--- src/rtl/hp_rd_arbiter.sv ---
// Round-robin share of one HP read port (AR/R) among N_REQ readers; single ID keeps R in grant order.
// Latency: AR 1 cycle (requester handshake t -> m_arvalid t+1), R path 0 cycles.
// Backpressure: no AR grant while ISSUE or MAX_OUTST bursts in flight; m_rready follows the owning requester's rready.
module hp_rd_arbiter #(
  parameter int N_REQ     = 4,
  parameter int ADDR_W    = 32,
  parameter int DATA_W    = 64,
  parameter int MAX_OUTST = 8
) (
  input  logic                        fclk,
  input  logic                        fclk_rst_n,
  input  logic [N_REQ-1:0]            req_arvalid,
  output logic [N_REQ-1:0]            req_arready,
  input  logic [N_REQ*ADDR_W-1:0]     req_araddr,
  input  logic [N_REQ*4-1:0]          req_arlen,
  output logic [N_REQ-1:0]            req_rvalid,
  input  logic [N_REQ-1:0]            req_rready,
  output logic [DATA_W-1:0]           req_rdata,
  output logic [1:0]                  req_rresp,
  output logic                        req_rlast,
  output logic                        m_arvalid,
  input  logic                        m_arready,
  output logic [ADDR_W-1:0]           m_araddr,
  output logic [3:0]                  m_arlen,
  output logic [5:0]                  m_arid,
  output logic [2:0]                  m_arsize,
  output logic [1:0]                  m_arburst,
  input  logic                        m_rvalid,
  output logic                        m_rready,
  input  logic [DATA_W-1:0]           m_rdata,
  input  logic [1:0]                  m_rresp,
  input  logic                        m_rlast,
  output logic [$clog2(MAX_OUTST):0]  outst_cnt,
  output logic                        err_unexp
);
  localparam int GW = $clog2(N_REQ);
  localparam int PW = $clog2(MAX_OUTST);
  localparam int CW = PW + 1;

  typedef enum logic {IDLE, ISSUE} state_t;

  state_t              state_q, state_d;
  logic [GW-1:0]       ptr_q, ptr_d;
  logic [GW-1:0]       gnt_q, gnt_d;
  logic [ADDR_W-1:0]   araddr_q, araddr_d;
  logic [3:0]          arlen_q, arlen_d;
  logic [CW-1:0]       cnt_q, cnt_d;
  logic                err_q, err_d;
  logic [PW-1:0]       wr_ptr_q, wr_ptr_d;
  logic [PW-1:0]       rd_ptr_q, rd_ptr_d;
  logic [GW-1:0]       fifo_q [MAX_OUTST];
  logic [GW-1:0]       fifo_d [MAX_OUTST];

  logic                gnt_vld;
  logic [GW-1:0]       gnt_idx;
  logic                can_grant;
  logic                empty;
  logic [GW-1:0]       head;
  logic                push;
  logic                pop;

  // First requesting index at or after ptr, wrapping around.
  always_comb begin
    gnt_vld = 1'b0;
    gnt_idx = '0;
    for (int k = 0; k < N_REQ; k++) begin
      if (!gnt_vld && req_arvalid[(int'(ptr_q) + k) % N_REQ]) begin
        gnt_vld = 1'b1;
        gnt_idx = GW'((int'(ptr_q) + k) % N_REQ);
      end
    end
  end

  assign can_grant   = (state_q == IDLE) && gnt_vld && (cnt_q < CW'(MAX_OUTST));
  assign req_arready = can_grant ? (N_REQ'(1) << gnt_idx) : '0;

  assign empty      = (cnt_q == '0);
  assign head       = fifo_q[rd_ptr_q];
  assign req_rvalid = (m_rvalid && !empty) ? (N_REQ'(1) << head) : '0;
  assign m_rready   = !empty && req_rready[head];
  assign req_rdata  = m_rdata;
  assign req_rresp  = m_rresp;
  assign req_rlast  = m_rlast;

  assign push = (state_q == ISSUE) && m_arready;
  assign pop  = m_rvalid && m_rready && m_rlast;

  always_comb begin
    state_d  = state_q;
    ptr_d    = ptr_q;
    gnt_d    = gnt_q;
    araddr_d = araddr_q;
    arlen_d  = arlen_q;
    cnt_d    = cnt_q;
    wr_ptr_d = wr_ptr_q;
    rd_ptr_d = rd_ptr_q;
    fifo_d   = fifo_q;
    err_d    = err_q | (m_rvalid & empty);

    case (state_q)
      IDLE: begin
        if (can_grant) begin
          araddr_d = req_araddr[int'(gnt_idx)*ADDR_W +: ADDR_W];
          arlen_d  = req_arlen[int'(gnt_idx)*4 +: 4];
          gnt_d    = gnt_idx;
          ptr_d    = (gnt_idx == GW'(N_REQ-1)) ? '0 : gnt_idx + GW'(1);
          state_d  = ISSUE;
        end
      end
      ISSUE: begin
        if (m_arready) state_d = IDLE;
      end
      default: state_d = IDLE;
    endcase

    if (push) begin
      fifo_d[wr_ptr_q] = gnt_q;
      wr_ptr_d         = wr_ptr_q + PW'(1);
    end
    if (pop) rd_ptr_d = rd_ptr_q + PW'(1);

    // A same-cycle push and pop leave the in-flight count alone.
    case ({push, pop})
      2'b10:   cnt_d = cnt_q + CW'(1);
      2'b01:   cnt_d = cnt_q - CW'(1);
      default: cnt_d = cnt_q;
    endcase
  end

  always_ff @(posedge fclk or negedge fclk_rst_n) begin
    if (!fclk_rst_n) begin
      state_q  <= IDLE;
      ptr_q    <= '0;
      gnt_q    <= '0;
      araddr_q <= '0;
      arlen_q  <= '0;
      cnt_q    <= '0;
      err_q    <= 1'b0;
      wr_ptr_q <= '0;
      rd_ptr_q <= '0;
      for (int i = 0; i < MAX_OUTST; i++) fifo_q[i] <= '0;
    end else begin
      state_q  <= state_d;
      ptr_q    <= ptr_d;
      gnt_q    <= gnt_d;
      araddr_q <= araddr_d;
      arlen_q  <= arlen_d;
      cnt_q    <= cnt_d;
      err_q    <= err_d;
      wr_ptr_q <= wr_ptr_d;
      rd_ptr_q <= rd_ptr_d;
      fifo_q   <= fifo_d;
    end
  end

  assign m_arvalid = (state_q == ISSUE);
  assign m_araddr  = araddr_q;
  assign m_arlen   = arlen_q;
  assign m_arid    = '0;
  assign m_arsize  = 3'($clog2(DATA_W/8));
  assign m_arburst = 2'b01;
  assign outst_cnt = cnt_q;
  assign err_unexp = err_q;

endmodule

--- config.mk ---
export PLATFORM = sky130hd
export DESIGN_NAME = hp_rd_arbiter
export DESIGN_NICKNAME = d
export VERILOG_FILES = /design/src/rtl/hp_rd_arbiter.sv
export SDC_FILE = /design/constraint.sdc
export NUM_CORES = 1
export LEC_CHECK = 0
export ABC_AREA = 1
export BUFFER_PORTS_ARGS = -buffer_cell sky130_fd_sc_hd__clkbuf_2
export CAP_MARGIN = 20
export CELL_PAD_IN_SITES_DETAIL_PLACEMENT = 0
export CELL_PAD_IN_SITES_GLOBAL_PLACEMENT = 1
export CORE_MARGIN = 1.5
export CORE_UTILIZATION = 25
export CTS_CLUSTER_SIZE = 12
export DETAILED_ROUTE_END_ITERATION = 7
export PLACE_DENSITY_LB_ADDON = 0.1
export SKIP_CTS_REPAIR_TIMING = 1
export SLEW_MARGIN = 30
export SYNTH_ARGS = -nofsm -noshare
export SYNTH_HDL_FRONTEND = slang
export SYNTH_SLANG_ARGS = --single-unit
--- constraint.sdc ---
create_clock -name fclk -period 2.7 [get_ports fclk]
set_clock_uncertainty 0.15 [all_clocks]
set_input_delay 0.27 -clock fclk [delete_from_list [all_inputs] [get_ports fclk]]
set_output_delay 0.27 -clock fclk [all_outputs]
set_load 0.01 [all_outputs]
After elaboration in Yosys (flattened, before gate mapping)
Index checks and enable logic that the tools add are counted.
{"block": "classes", "addsub": 8, "magnitude_cmp": 9, "n_eq_ne": 3, "shifts": 4, "muxes": 34, "bitwise": 8, "reduce_logical": 21}
{"cell": "$shiftx 128x8->32", "n": 1}
{"cell": "$bwmux 16", "n": 1}
{"cell": "$mux 2", "n": 8}
{"cell": "$shiftx 16x5->4", "n": 1}
{"cell": "$mux 1", "n": 14}
{"cell": "$lt 3x4->1 const B", "n": 3}
{"cell": "$logic_and 1x1->1", "n": 11}
{"cell": "$bmux 1 s2", "n": 5}
{"cell": "$ge 4x4->1 const B", "n": 2}
{"cell": "$mux 4", "n": 2}
{"cell": "$not 3->4", "n": 2}
{"cell": "$pmux 4 s2", "n": 1}
{"cell": "$shl 1x2->4 const A", "n": 2}
{"cell": "$add 3x1->3 const B", "n": 2}
{"cell": "$bmux 2 s3", "n": 1}
{"cell": "$demux 2 s3", "n": 1}
{"cell": "$lt 2x3->1 const B", "n": 2}
{"cell": "$reduce_or 2->1", "n": 3}
{"cell": "$add 2x1->2 const B", "n": 2}
{"cell": "$add 2x2->2 const B", "n": 2}
{"cell": "$add 4x1->4 const B", "n": 1}
{"cell": "$eq 2x2->1 const B", "n": 2}
{"cell": "$logic_not 1->1", "n": 4}
{"cell": "$logic_not 4->1", "n": 1}
{"cell": "other kinds (11)", "n": 13}
{"block": "word_totals", "regBits": 68, "in_bits": 223, "out_inout_bits": 129}

Logic depth before layout (Yosys ltp)
{"block": "logic_depth", "word_depth": 18, "depth_mapped": 22}

Worst setup path before layout
Ideal clock, no wire load.
{"block": "synth_path", "kind": "flip-flop to flip-flop", "from": "reg rd_ptr_q[0]", "to": "reg cnt_q[3], in the netlist outst_cnt[3]", "setup_ns": 0.126, "arrival_ns": 2.597, "path_slack_ns": -0.174, "path_stages_with_launch": 21, "path_buffers": 1, "synth_period_minus_slack_ns": 2.874, "cell_sequence": "dfrtp_1 > buf_4 > inv_1 > o21ai_0 > nand2_1 > nand2_1 > nand2_1 > nand2_1 > nor2_1 > nor2_1 > nand3_1 > inv_1 > ha_1 > ha_1 > nand2_1 > nor2_1 > a211oi_1 > nor2_1 > nor2_1 > nand2_1 > xnor2_1"}
{"block": "synth_between", "elab_chain_len": 11, "elab_cells_between_ends": 13, "cone_classes": "eq/ne (2); mux (6); bitwise (1); reduce/logical (4)"}
{"element": "start, declared", "line": "50", "rtl": "logic [PW-1:0] rd_ptr_q, rd_ptr_d;"}
{"element": "start signal, assigned", "line": "151", "rtl": "rd_ptr_q <= rd_ptr_d;"}
{"element": "$not 3->4 (not written as such) (*)", "line": "78", "rtl": "assign head = fifo_q[rd_ptr_q];"}
{"element": "$bmux 2 s3 (*)", "line": "78"}
{"element": "$mux 2 (not written as such) (*) (2 in series)", "line": "78"}
{"element": "$bmux 1 s2 (*)", "line": "80", "rtl": "assign m_rready = !empty && req_rready[head];"}
{"element": "$mux 1 (not written as such) (*)", "line": "80"}
{"element": "$logic_and 1x1->1 (*)", "line": "80"}
{"element": "$logic_and 1x1->1 (*) (2 in series)", "line": "86", "rtl": "assign pop = m_rvalid && m_rready && m_rlast;"}
{"element": "via pop", "line": "60", "rtl": "logic pop;"}
{"element": "$eq 2x1->1 or $eq 2x2->1 (tied branches)", "line": "123", "rtl": "case ({push, pop})"}
{"element": "$pmux 4 s2 or $reduce_bool 2->1 (tied branches)"}
{"element": "end signal, assigned", "line": "148", "rtl": "cnt_q <= cnt_d;"}
{"element": "end, declared", "line": "47", "rtl": "logic [CW-1:0] cnt_q, cnt_d;"}
The timed path passes the listed nets; every way through them passes the cells marked *. The select of a mux whose other input is x is not followed.
A chain may end at the register's enable or synchronous reset.

Final worst setup path
Ends and elaborated chain as after synthesis.

==> flow_summary.ini <==
[setup_path]
r2r.worst_path.cells = 21
cpMaxStageDelayCell = sky130_fd_sc_hd__dfrtp_2
max_stage_delay_ns = 0.46
ff2ff_setup_slack_ns = -0.01
setup.worst_path.class = flop to flop
critical_path.cell_chain = buf_6, nand2_1, nand3_1, nand2_1, nand2_1, nand2_2, inv_2, nand3b_1, nand2_1, nor2_2, nand3_2, inv_2, ha_4, ha_1, nand2_1, nor2_1, a211oi_2, nor2_1, nor2_1, nand2_1, xnor2_1
critPathMaxFanout = 6
critical_path_data_arrival_time_ns = 2.79
worstSetupStartpointType = flop
critPathMostFrequentCell = sky130_fd_sc_hd__nand2_1
worst_setup_path_end_kind = flop
crit_required_ns = 2.77
reg2reg_to = outst_cnt[3]$_DFFE_PN0P_
crit-reg2reg-launch = rd_ptr_q[0]$_DFFE_PN0P_

[floorplanning]
die_height_um = 151
start_util_pct = 25.8
floorplan.die.width_um = 151
die_area_mm2 = 0.0228
fp.coreArea_mm2 = 0.0212
boundaryPins = 352
row_count = 53

[synth]
synth_xor_xnor_area_share_pct = 0.960
synth_sequential_area_ratio_pct = 31.1
synth.lib_cells_used.distinct = 33
synth_cells = 842
synthAdderAreaFrac_pct = 2.42
synth_register_bits = 68
combinational_family_with_the_most_area_after_synthesis = simple AND/OR/NAND/NOR gates
synthesis.area_per_instance_um2 = 6.50
synth.area.mux_share_pct = 0
yosysWarnings = 0
area_of_the_mapped_netlist_mm2 = 0.00548
compound_gate_fraction_of_synth_area_pct = 3.29
yosys.area_share.simple_pct = 38.9

[global_routing]
antenna_found_initial = 0
number_of_global_route_vias_before_repair = 5244
first_pass_grt_wire_length_um = 26900
grt_start_max_net_pins = 69
grtUsageTotal_pct = 15.3
globalRoute.totalOverflow = 0

[hold_path]
min-delay-path-class = input port to flop
hp-start = m_rvalid
timing.hold.worst_endpoint = err_unexp$_DFF_PN0_
worstHoldPathCells = 3

[routing]
detailed_router_iteration_count_before_antenna_repair = 4
drt_wl_total_um = 17800
detailedRoute.firstIterationViolations = 197
antenna_left = 0
num_vias = 5455
drt-vias-per-instance = 4.21
wl_per_cell_um = 13.7
remaining_drc_errors = 0

[clock_tree]
clk_transition_reported_paths_ns = 0.06
ctsRootBufferMaster = sky130_fd_sc_hd__clkbuf_16
cts.sinks = 68
clk_latency_ns = 0.34
numCtsBuffers = 9
cts.htree.levels = 3
max-clock-path-buffers = 2
clock_tree_from_tritoncts = built

[cells_and_area]
area_delta_synth_final_pct = 32.5
final_layout_size_suffix_gt1_share_pct = 34.1
stdcell_count = 1297
final_core_util_pct = 34.2
num_antenna_cells = 0
design.final.nets = 1250

[outcome]
status = complete, but fails checks
violations = negative setup slack

[place]
gp_congestion = 0.767
dpl.cell_count = 1252
dp_worst_setup_slack_ns = -0.234
count_of_input_and_output_buffers = 208
dp_hpwl_um = 13000

[sta]
worst_slew_pin_slew_ns = 0.674
final.period_utilization_pct = 101
finalHoldViolations = 0
fin_hold_ws_ns = 0.0385
final.min_clock_period_ns = 2.71
finalSetupViolCount = 1
rsz_0062_raised_after_global_routing = yes
final-max-slew-violation-count = 0
fin_ws_ns = -0.0147
fmaxAchievable_mhz = 368
total_negative_slack_for_setup_checks_ns = -0.0147
max-slew-margin-rel_pct = 55.1

[power]
p_per_area_mw_per_mm2 = 1480
ir_drop_mv = 0.527
p_leak_uw = 0.00419

[job]
max-cap-violations = 0
[synthesized netlist by cell type]
master,count,area share (%)
sky130_fd_sc_hd__inv_2,3,0.21
sky130_fd_sc_hd__nand3_1,113,10
sky130_fd_sc_hd__a31oi_1,1,0.11
sky130_fd_sc_hd__buf_4,85,12
sky130_fd_sc_hd__nand2_1,285,20
sky130_fd_sc_hd__conb_1,2,0.14
sky130_fd_sc_hd__xnor2_1,2,0.32
sky130_fd_sc_hd__buf_6,3,0.62
sky130_fd_sc_hd__o21a_1,1,0.14
sky130_fd_sc_hd__nand3_2,1,0.18
sky130_fd_sc_hd__o21ai_0,26,2.4
sky130_fd_sc_hd__nand2_2,4,0.46
sky130_fd_sc_hd__nor2_4,3,0.62
sky130_fd_sc_hd__nand4_1,4,0.46
sky130_fd_sc_hd__xor2_1,4,0.64
sky130_fd_sc_hd__inv_1,126,8.6
sky130_fd_sc_hd__o21ai_1,1,0.091
sky130_fd_sc_hd__nor3_1,3,0.27
sky130_fd_sc_hd__o22ai_1,1,0.11
sky130_fd_sc_hd__nand2_4,1,0.21
sky130_fd_sc_hd__fa_1,1,0.37
sky130_fd_sc_hd__a21oi_1,2,0.18
sky130_fd_sc_hd__ha_1,9,2.1
sky130_fd_sc_hd__a211oi_1,1,0.14
sky130_fd_sc_hd__inv_4,1,0.11
sky130_fd_sc_hd__buf_2,17,1.6
sky130_fd_sc_hd__dfrtp_1,68,31
sky130_fd_sc_hd__nand3b_1,19,2.6
sky130_fd_sc_hd__or2_1,10,1.1
sky130_fd_sc_hd__or2_0,11,1.3
sky130_fd_sc_hd__clkbuf_1,6,0.41
sky130_fd_sc_hd__o21bai_1,1,0.14
sky130_fd_sc_hd__nor2_1,27,1.9
[cell usage in the layout, fill, tap and decap left out, types with 19 or more instances in the layout]
cell and n:
sky130_fd_sc_hd__o21ai_0 20, sky130_fd_sc_hd__nand3b_1 19, sky130_fd_sc_hd__nand2_2 21, sky130_fd_sc_hd__inv_1 117, sky130_fd_sc_hd__dfrtp_1 65, sky130_fd_sc_hd__nand3_1 107, sky130_fd_sc_hd__clkbuf_2 203, sky130_fd_sc_hd__nor2_1 23
sky130_fd_sc_hd__nand2_1 263, sky130_fd_sc_hd__buf_4 45
[stage by stage]
stage	area, µm²	power [µW]
after floorplan	5530	6220
after global placement	6420	8330
after detailed placement	6420	8320
after CTS	6760	9730
after global routing	7250	11900
final	7250	10700
[flip-flops by register name (all words and copies together) (netlist names), 2 cells and up]
signal,count
m_araddr,32
fifo_q,16
m_arlen,4
outst_cnt,4
rd_ptr_q,3
wr_ptr_q,3
gnt_q,2
ptr_q,2
[layout make-up]
cell class / count / area (µm²)
clock buffers: 10 / 229
fillers: 2454 / 14000
flip-flops and latches: 68 / 1710
clock inverters: 6 / 111
well taps: 275 / 344
inverters: 130 / 503
multi-input cells: 542 / 2760
repair buffers: 266 / 1600
[worst max path at each step]
stage | endpoint | cells after the start | startpoint | slack [ns]
3_3_place_gp | outst_cnt[3]$_DFFE_PN0P_ | 21 | rd_ptr_q[0]$_DFFE_PN0P_ | -0.21
2_1_floorplan | outst_cnt[3]$_DFFE_PN0P_ | 22 | rd_ptr_q[0]$_DFFE_PN0P_ | 0.02
6_report | outst_cnt[3]$_DFFE_PN0P_ | 21 | rd_ptr_q[0]$_DFFE_PN0P_ | -0.01
5_1_grt | outst_cnt[3]$_DFFE_PN0P_ | 21 | rd_ptr_q[0]$_DFFE_PN0P_ | -0.25
4_1_cts | outst_cnt[3]$_DFFE_PN0P_ | 21 | rd_ptr_q[0]$_DFFE_PN0P_ | -0.26
3_5_place_dp | outst_cnt[3]$_DFFE_PN0P_ | 18 | rd_ptr_q[0]$_DFFE_PN0P_ | -0.23
[worst max-delay path, delay by kind of cell, from the launching register on]
family,cells,cell delay [ns]
buffers and inverters,3,0.27
adder cells (fa/ha/maj),2,0.36
AO/OA/AOI/OAI,1,0.18
XOR/XNOR,1,0.12
AND/OR/NAND/NOR,14,1.06
flip-flops,1,0.46
[layer usage]
metal	GRT usage (%)	vias to the layer above	wire (µm)
met2	25.3	173	8640
met3	4.82	32	1090
met1	19.3	2421	7860
li1	-	2829	-
met5	0	-	0
met4	3.25	0	189
[report_power, final]
group / switching [µW] / internal (µW)
combinational: 4360 / 3060
sequential: 374 / 1550
clock: 458 / 904
[cells by family (layout without fill, tap and decap cells)]
family,count (synthesis),count (layout)
and+or+nand+nor,481,481
buffers and inverters,241,412
DFF,68,68
AOI/OAI and AO/OA,34,34
xor gates and xnor gates,6,6
other,2,11
adders and majority gates,10,10
Power figures use the tool's default switching activity.
